--- src/rtl/regfile_write_scheduler.sv ---
// regfile_write_scheduler: owns the register-file write port, zero-sweeps it after reset
// or on clr_start_i, otherwise grants one requester per cycle by round-robin.
module regfile_write_scheduler #(
    parameter int NREQ  = 4,
    parameter int DW    = 32,
    parameter int AW    = 5,
    parameter int NREGS = 32
) (
    input  logic                       clk_i,
    input  logic                       rst_ni,
    input  logic [NREQ-1:0]            req_valid_i,
    output logic [NREQ-1:0]            req_ready_o,
    input  logic [NREQ*AW-1:0]         req_addr_i,
    input  logic [NREQ*DW-1:0]         req_data_i,
    input  logic                       clr_start_i,
    output logic                       rf_we_o,
    output logic [AW-1:0]              rf_waddr_o,
    output logic [DW-1:0]              rf_wdata_o,
    output logic [$clog2(NREQ)-1:0]    grant_id_o,
    output logic                       busy_o,
    output logic                       init_done_o
);
    localparam int IW = $clog2(NREQ);
    localparam logic S_CLEAR = 1'b0;
    localparam logic S_ARB   = 1'b1;

    logic          state_q, state_d;
    logic [AW-1:0] clr_cnt_q, clr_cnt_d;
    logic [IW-1:0] rr_ptr_q, rr_ptr_d;
    logic          we_q, we_d;
    logic [AW-1:0] waddr_q, waddr_d;
    logic [DW-1:0] wdata_q, wdata_d;
    logic [IW-1:0] gid_q, gid_d;
    logic          init_q, init_d;
    logic [IW-1:0] sel;
    logic          any_valid;
    logic          arb_en;
    logic          go;
    logic          last;

    // Search downward so the lowest offset from rr_ptr_q is the one that sticks.
    always_comb begin
        sel = '0;
        any_valid = 1'b0;
        for (int k = NREQ - 1; k >= 0; k--) begin
            if (req_valid_i[rr_ptr_q + IW'(k)]) begin
                sel = rr_ptr_q + IW'(k);
                any_valid = 1'b1;
            end
        end
    end

    assign arb_en      = (state_q == S_ARB) && !clr_start_i;
    assign go          = arb_en && any_valid;
    assign req_ready_o = go ? (NREQ'(1) << sel) : '0;
    assign last        = clr_cnt_q == AW'(NREGS - 1);

    always_comb begin
        state_d   = state_q;
        clr_cnt_d = clr_cnt_q;
        rr_ptr_d  = rr_ptr_q;
        we_d      = 1'b0;
        waddr_d   = waddr_q;
        wdata_d   = wdata_q;
        gid_d     = gid_q;
        init_d    = init_q;
        if (state_q == S_CLEAR) begin
            we_d      = 1'b1;
            waddr_d   = clr_cnt_q;
            wdata_d   = '0;
            clr_cnt_d = last ? '0 : clr_cnt_q + AW'(1);
            state_d   = last ? S_ARB : S_CLEAR;
            init_d    = init_q | last;
        end else if (clr_start_i) begin
            state_d   = S_CLEAR;
            clr_cnt_d = '0;
        end else if (go) begin
            we_d     = 1'b1;
            waddr_d  = req_addr_i[sel*AW +: AW];
            wdata_d  = req_data_i[sel*DW +: DW];
            gid_d    = sel;
            rr_ptr_d = sel + IW'(1);
        end
    end

    always_ff @(posedge clk_i or negedge rst_ni) begin
        if (!rst_ni) begin
            state_q   <= S_CLEAR;
            clr_cnt_q <= '0;
            rr_ptr_q  <= '0;
            we_q      <= 1'b0;
            waddr_q   <= '0;
            wdata_q   <= '0;
            gid_q     <= '0;
            init_q    <= 1'b0;
        end else begin
            state_q   <= state_d;
            clr_cnt_q <= clr_cnt_d;
            rr_ptr_q  <= rr_ptr_d;
            we_q      <= we_d;
            waddr_q   <= waddr_d;
            wdata_q   <= wdata_d;
            gid_q     <= gid_d;
            init_q    <= init_d;
        end
    end

    assign rf_we_o     = we_q;
    assign rf_waddr_o  = waddr_q;
    assign rf_wdata_o  = wdata_q;
    assign grant_id_o  = gid_q;
    assign busy_o      = state_q == S_CLEAR;
    assign init_done_o = init_q;
endmodule

--- config.mk ---
export PLATFORM = sky130hd
export DESIGN_NAME = regfile_write_scheduler
export DESIGN_NICKNAME = d
export VERILOG_FILES = /design/src/rtl/regfile_write_scheduler.sv
export SDC_FILE = /design/constraint.sdc
export NUM_CORES = 1
export LEC_CHECK = 0
export BUFFER_PORTS_ARGS = -buffer_cell sky130_fd_sc_hd__buf_4
export CAP_MARGIN = 10
export CORE_MARGIN = 2
export CORE_UTILIZATION = 44
export CTS_BUF_LIST = sky130_fd_sc_hd__clkbuf_16
export DETAILED_ROUTE_END_ITERATION = 6
export PLACE_DENSITY = 0.88
export SLEW_MARGIN = 20
export SYNTH_ARGS = -nofsm -noshare
export SYNTH_HDL_FRONTEND = slang
export SYNTH_SLANG_ARGS = --single-unit
--- constraint.sdc ---
create_clock -name clk_i -period 2.5 [get_ports clk_i]
set_input_delay 0.375 -clock clk_i [delete_from_list [all_inputs] [get_ports clk_i]]
set_output_delay 0.375 -clock clk_i [all_outputs]
set_load 0.01 [all_outputs]
==> results of run 1 <==
-- placed cells by master, fill, tap and decap left out, drive strengths merged --
cell type,count
xor2,1
o21a,1
a22oi,5
o2bb2ai,2
nand3,6
nand2,45
or3,1
inv,7
and3,33
xnor2,1
nor3b,1
buf,213
a21oi,1
and2,5
clkbuf,5
a211o,6
o211ai,37
ha,6
nand2b,3
or2,1
a21boi,32
a2bb2oi,1
a22o,1
nor2b,1
a211oi,1
a21o,3
mux2i,38
nor4,1
o21ai,39
nor3,2
nor2,6
dfrtp,49
-- worst min-delay path by stage --
stage | from | endpoint | slack [ns] | cells past startpoint
finish | rst_ni | rf_waddr_o[2]$_DFFE_PN0P_ | 0.10 | 1
detailed placement | rst_ni | rf_waddr_o[2]$_DFFE_PN0P_ | 0.44 | 1
global placement | rst_ni | rf_waddr_o[3]$_DFFE_PN0P_ | 0.43 | 1
CTS | rst_ni | rf_waddr_o[3]$_DFFE_PN0P_ | 0.14 | 1
floorplan | rst_ni | clr_cnt_q[0]$_DFFE_PN0N_ | 0.08 | 0
global route | rst_ni | rf_waddr_o[2]$_DFFE_PN0P_ | 0.16 | 1
-- stage by stage --
stage / setup WS, ns / instance area, um2 / utilization, %
2_1_floorplan: 0.536 / 3430 / -
4_1_cts: 0.00317 / 5150 / 67.3
6_report: 0.0962 / 5150 / 67.4
3_3_place_gp: 0.399 / 5010 / 65.5
3_5_place_dp: 0.257 / 5010 / 65.5
5_1_grt: 0.00770 / 5150 / 67.4
-- where the power goes --
part / internal, W / total [W] / leakage (nW) / switching, W
logic: 0.000855 / 0.00169 / 1.92 / 0.000837
registers: 0.000992 / 0.00117 / 0.650 / 0.000182
clock network: 0.000360 / 0.000633 / 0.0776 / 0.000273
-- metal layers --
layer	global-route usage [%]	vias up	part of all wire, %
met5	0	-	0
met4	4.85	0	0.96
met3	5.92	8	7.9
met2	46.2	172	53
met1	28.2	1665	38
li1	-	1714	-
-- cell type report --
type	instances	area share, %
multi-input combinational	280	39.3
timing repair buffer	213	31.3
sequential	49	23.8
tap	102	2.48
clock buffer	5	2.43
inverter	4	0.437
clock inverter	3	0.219
-- flip-flops by register name, summed over array words and instances, names as in the netlist --
| name | cells |
|---|---|
| init_done_o | 1 |
| clr_cnt_q | 5 |
| rr_ptr_q | 2 |
| grant_id_o | 2 |
| rf_we_o | 1 |
| rf_wdata_o | 32 |
| state_q | 1 |
| rf_waddr_o | 5 |
-- cell families after synthesis --
logic type,after synthesis
mux,38
buf+inv,36
fa+ha+maj,6
simple gates,105
flops,49
compound gates,129
xor+xnor,2
==> results.ini, run 1 <==
[clock_tree]
hold_buffers=0
post_cts_buffers=0
cts_resized=0
cts_htree_levels=2
clk_pin_slew_ns=0.06
cts_buffers=5
cts_buffer_depth=2
worstSkewPairLatency_ns=0.28
tritoncts=done
cts_root_buf=clkbuf_16
clock_sinks=49

[timing]
tns_ns=0
min_period_over_period_pct=96.2
rsz0062_at_grt=no
relSlewSlack_pct=56.8
hold_violations=0
fmax_ghz=0.416
skew_ns=0.00301
holdWs_ns=0.101
tightest_slew_ns=0.649
finalCriticalPeriod_ns=2.40
finalMaxSlewViolations=0
setup_violations=0

[die]
die_h_um=92.3
ios=201
initial_core_util_pct=44.8
die_area_um2=8510
num_rows=32
coreArea_um2=7650
die_w_um=92.3

[power_and_ir_drop]
static-leakage-power_nw=2.64
ir_drop_mv=0.301
power_per_cell_area_nw_per_um2=679
power_w=0.00350

[synth]
syn_avg_cell_area_um2=9.39
synthAdderAreaFrac_pct=2.19
syn-instance-count=365
netlist.area_leader.share_pct=35.8
synth_top_family_by_area=compound AO/OA/AOI/OAI gates
syn_area_um2=3430
synthMuxAreaShare_pct=11.1
yosys-top-cells-area=dfrtp_1 36%, mux2i_1 11%, a21boi_0 7.0%, and3_1 6.0%, o211ai_1 5.3%
yosysMostFrequentCell=dfrtp_1
synthXorXnorAreaFrac_pct=0.511
synth_ff_type=dfrtp_1
synth_fp_nets=526
netlist-cell-type-count=44
ys_ff_latch=49
ys_async_sr_fraction_pct=100
yosys.area_share.simple_pct=16.3
seq_area_frac_synth_pct=35.8
synth-compound-area-share_pct=28.0
ys_top_cells_by_count=49 x dfrtp_1, 44 x nand2_1, 38 x mux2i_1, 33 x and3_1, 32 x a21boi_0
ys.warnings.count=0
synth_area_leader_cell=dfrtp_1
synth_edf_count=0

[critical_path]
critPathLaunch=rr_ptr_q[0]$_DFFE_PN0P_
cp_top_family=simple AND/OR/NAND/NOR gates
r2r_slack_ns=0.37
worstSetupPathType=flip-flop to primary output
start_kind=flip-flop
cp_max_fo=8
slowest_delay_ns=0.51
worstPathArrival_ns=2.03
crit_cells=7
worstSetupEndpointType=primary output
reg2reg_depth=7
cp.required_ns=2.12
crit_end=req_ready_o[0]
regToRegEndpoint=rf_wdata_o[5]$_DFFE_PN0P_
worst_path_max_delay_cell=dfrtp_1
timing.rr.start=rr_ptr_q[1]$_DFFE_PN0P_
crit_chain=nor3b_2 -> a211oi_4 -> nor2_4 -> inv_4 -> ha_1 -> and2_1 -> buf_4
crit_buf_inv=2

[final_layout]
antenna_cells=0
stdcell_count=656
drive_above_1_share_pct=44.2
areaGrowthSynthToFinish_pct=50.3
finalNetCount=714
fill_cells=614
ff_latch_area_um2=1230
multi_input_area_um2=2030

[route]
drt_first_pass_iters=4
wirelength_mm=10.6
detailroute.via_count=3559
wl_per_cell_um=16.1
drc=0
drt_iter0_markers=86
vias_per_cell=5.43
final_antenna_net_count=0

[global_routing]
overflow=0
grt_pass1_vias=3571
grt_pass1_wl_mm=16.8
antenna_found_initial=0
grt_use_total_pct=24.5
grt_max_degree=65

[place]
dp.cells=648
place.port_buffers=200
place_congestion=0.864
hpwl_mm=8.20

[hold_path]
hold_class=input pin to async pin

[run]
max_cap_violations=0

[run_status]
status=completed

Note: power is estimated with default switching activity, not from simulation.
==> inputs of run 2 (changes only) <==
--- a/config.mk
+++ b/config.mk
@@ -7,11 +7,14 @@
 export LEC_CHECK = 0
 export BUFFER_PORTS_ARGS = -buffer_cell sky130_fd_sc_hd__buf_4
 export CAP_MARGIN = 10
+export CELL_PAD_IN_SITES_DETAIL_PLACEMENT = 0
+export CELL_PAD_IN_SITES_GLOBAL_PLACEMENT = 1
 export CORE_MARGIN = 2
-export CORE_UTILIZATION = 44
+export CORE_UTILIZATION = 31
 export CTS_BUF_LIST = sky130_fd_sc_hd__clkbuf_16
 export DETAILED_ROUTE_END_ITERATION = 6
-export PLACE_DENSITY = 0.88
+export PLACE_DENSITY = 0.87
+export REMOVE_ABC_BUFFERS = 1
 export SLEW_MARGIN = 20
 export SYNTH_ARGS = -nofsm -noshare
 export SYNTH_HDL_FRONTEND = slang
==> results.ini, run 2 (synthesized netlist as in run 1, its figures left out) <==
[final_layout]
fill_cells=1019  ; +66%
drive_above_1_share_pct=43.9  ; -0.33 points
ff_latch_area_um2=1230  ; unchanged
final_common_cell=buf_4
final_area_um2=5180  ; +0.61%
areaGrowthSynthToFinish_pct=51.2
antenna_cells=0  ; unchanged
final_cell_mix=206 x buf_4, 48 x dfrtp_1, 44 x nand2_1, 38 x mux2i_1, 33 x and3_1
finalNetCount=710  ; -0.56%
largest_reg_flops=32  ; unchanged
stdcell_count=689  ; +5.0%
multi_input_area_um2=2020  ; -0.12%

[run_status]
status=completed

[critical_path]
worstPathArrival_ns=1.97  ; -0.06 ns
crit_chain=nor3b_2 -> a211oi_4 -> nor2_4 -> ha_1 -> and2_1 -> buf_4
cp_max_fo=7  ; -1
slowest_delay_ns=0.47  ; -0.04 ns
worstSetupEndpointType=primary output
start_kind=flip-flop
cp.required_ns=2.12  ; about the same
worstSetupPathType=flip-flop to primary output
worst_path_max_delay_cell=dfrtp_1

[global_routing]
grt_use_total_pct=18.5  ; -6.0 points
overflow=0  ; unchanged
grt_pass1_vias=3421  ; -4.2%
antenna_found_initial=0  ; unchanged
grt_max_degree=65  ; unchanged
grt_pass1_wl_mm=17.1  ; +2.3%

[die]
coreArea_um2=10800  ; +41%
die_h_um=109  ; +18%
initial_core_util_pct=31.8  ; -13 points
die_w_um=109  ; +18%
num_rows=38  ; +19%
die_area_um2=11900  ; +40%
ios=201  ; unchanged

[clock_tree]
hold_buffers=0  ; unchanged
cts_buffer_depth=2  ; unchanged
worstSkewPairLatency_ns=0.28  ; about the same
clock_sinks=49  ; unchanged
clk_pin_slew_ns=0.06  ; about the same
cts_root_buf=clkbuf_16
cts_buffers=5  ; unchanged
cts_htree_levels=2  ; unchanged
tritoncts=done

[place]
dp.cells=681  ; +5.1%
place_congestion=0.837  ; -3.2%
place.port_buffers=200  ; unchanged
detailed_place.area_um2=5040  ; +0.60%
hpwl_mm=8.18  ; -0.19%

[power_and_ir_drop]
ir_drop_mv=0.396  ; +32%
power_per_cell_area_nw_per_um2=679  ; about the same
static-leakage-power_nw=2.62  ; -0.83%

[route]
wl_per_cell_um=16.1  ; -0.51%
detailroute.via_count=3521  ; -1.1%
final_antenna_net_count=0  ; unchanged
vias_per_cell=5.11  ; -5.8%
drc=0  ; unchanged
drt_iter0_markers=145  ; +69%
wirelength_mm=11.1  ; +4.5%
drt_first_pass_iters=5  ; +1

[timing]
rsz0062_at_grt=no
min_period_over_period_pct=93.8  ; -2.3 points
finalMaxSlewViolations=0  ; unchanged
tightest_slew_ns=0.837  ; +0.188 ns
relSlewSlack_pct=44.0  ; -13 points
hold_violations=0  ; unchanged
finalCriticalPeriod_ns=2.35  ; -0.0584 ns
skew_ns=0.00570  ; +0.00269 ns
setup_violations=0  ; unchanged
tns_ns=0  ; unchanged
fmax_ghz=0.426  ; +2.5%

[run]
max_cap_violations=0  ; unchanged

[hold_path]
hold_class=input pin to async pin

-- run 2: per-stage QoR --
stage / utilization, % / worst slack (ns) / total power, W / hold WS, ns
6_report: 48.0 / 0.155 / 0.00352 / 0.103
5_1_grt: 48.0 / 0.0174 / 0.00377 / 0.177
4_1_cts: 47.9 / 0.0588 / 0.00356 / 0.152
3_5_place_dp: 46.7 / 0.226 / 0.00290 / 0.453
3_3_place_gp: 46.6 / 0.0664 / 0.00285 / 0.454
2_1_floorplan: - / -1.32 / 0.00208 / 0.0794
-- run 2: layout make-up --
class | instances | area share, %
repair buffers | 209 | 30.9
clock buffers | 5 | 2.41
inverters | 4 | 0.435
flip-flops and latches | 49 | 23.7
clock inverters | 2 | 0.145
well taps | 140 | 3.38
multi-input cells | 280 | 39.0
-- run 2: path summary, 6_finish.rpt --
path	start	end	slack, ns	cells after the start
setup / recovery	rr_ptr_q[0]$_DFFE_PN0P_	req_ready_o[2]	0.15	6
hold / removal	rst_ni	rf_waddr_o[3]$_DFFE_PN0P_	0.10	1
setup reg to reg	rr_ptr_q[0]$_DFFE_PN0P_	rf_wdata_o[20]$_DFFE_PN0P_	0.35	6
hold reg to reg	grant_id_o[1]$_DFFE_PN0P_	grant_id_o[1]$_DFFE_PN0P_	0.48	1
max in group asynchronous	rst_ni	rr_ptr_q[1]$_DFFE_PN0P_	1.92	1
min in group clk_i	clr_start_i	clr_cnt_q[3]$_DFFE_PN0N_	0.34	2
-- run 2: power by group --
group,total (W),switching [W],internal [W]
logic,0.00171,0.000852,0.000857
clock network,0.000637,0.000279,0.000359
registers,0.00117,0.000183,0.000992
-- run 2: critical path, delay by kind of cell (launching register included) --
kind / cells / cell delay, ns
buffers and inverters: 1 / 0.14
and+or+nand+nor: 3 / 0.48
DFF: 1 / 0.47
AOI/OAI and AO/OA: 1 / 0.40
adders and majority gates: 1 / 0.21
-- run 2: what timing repair did --
action | CTS | global route
gates resized for setup | 1 | 1
setup endpoints to repair | 2 | 3
pin swaps | 0 | 1
setup buffers | 0 | 1
-- run 2: metal layers --
metal | global-route usage (%) | wire [um] | up-vias
met5 | 0 | 0 | -
met4 | 6.32 | 259 | 0
met3 | 4.48 | 838 | 19
met2 | 31.3 | 5500 | 152
met1 | 23.0 | 4460 | 1649
li1 | - | - | 1701
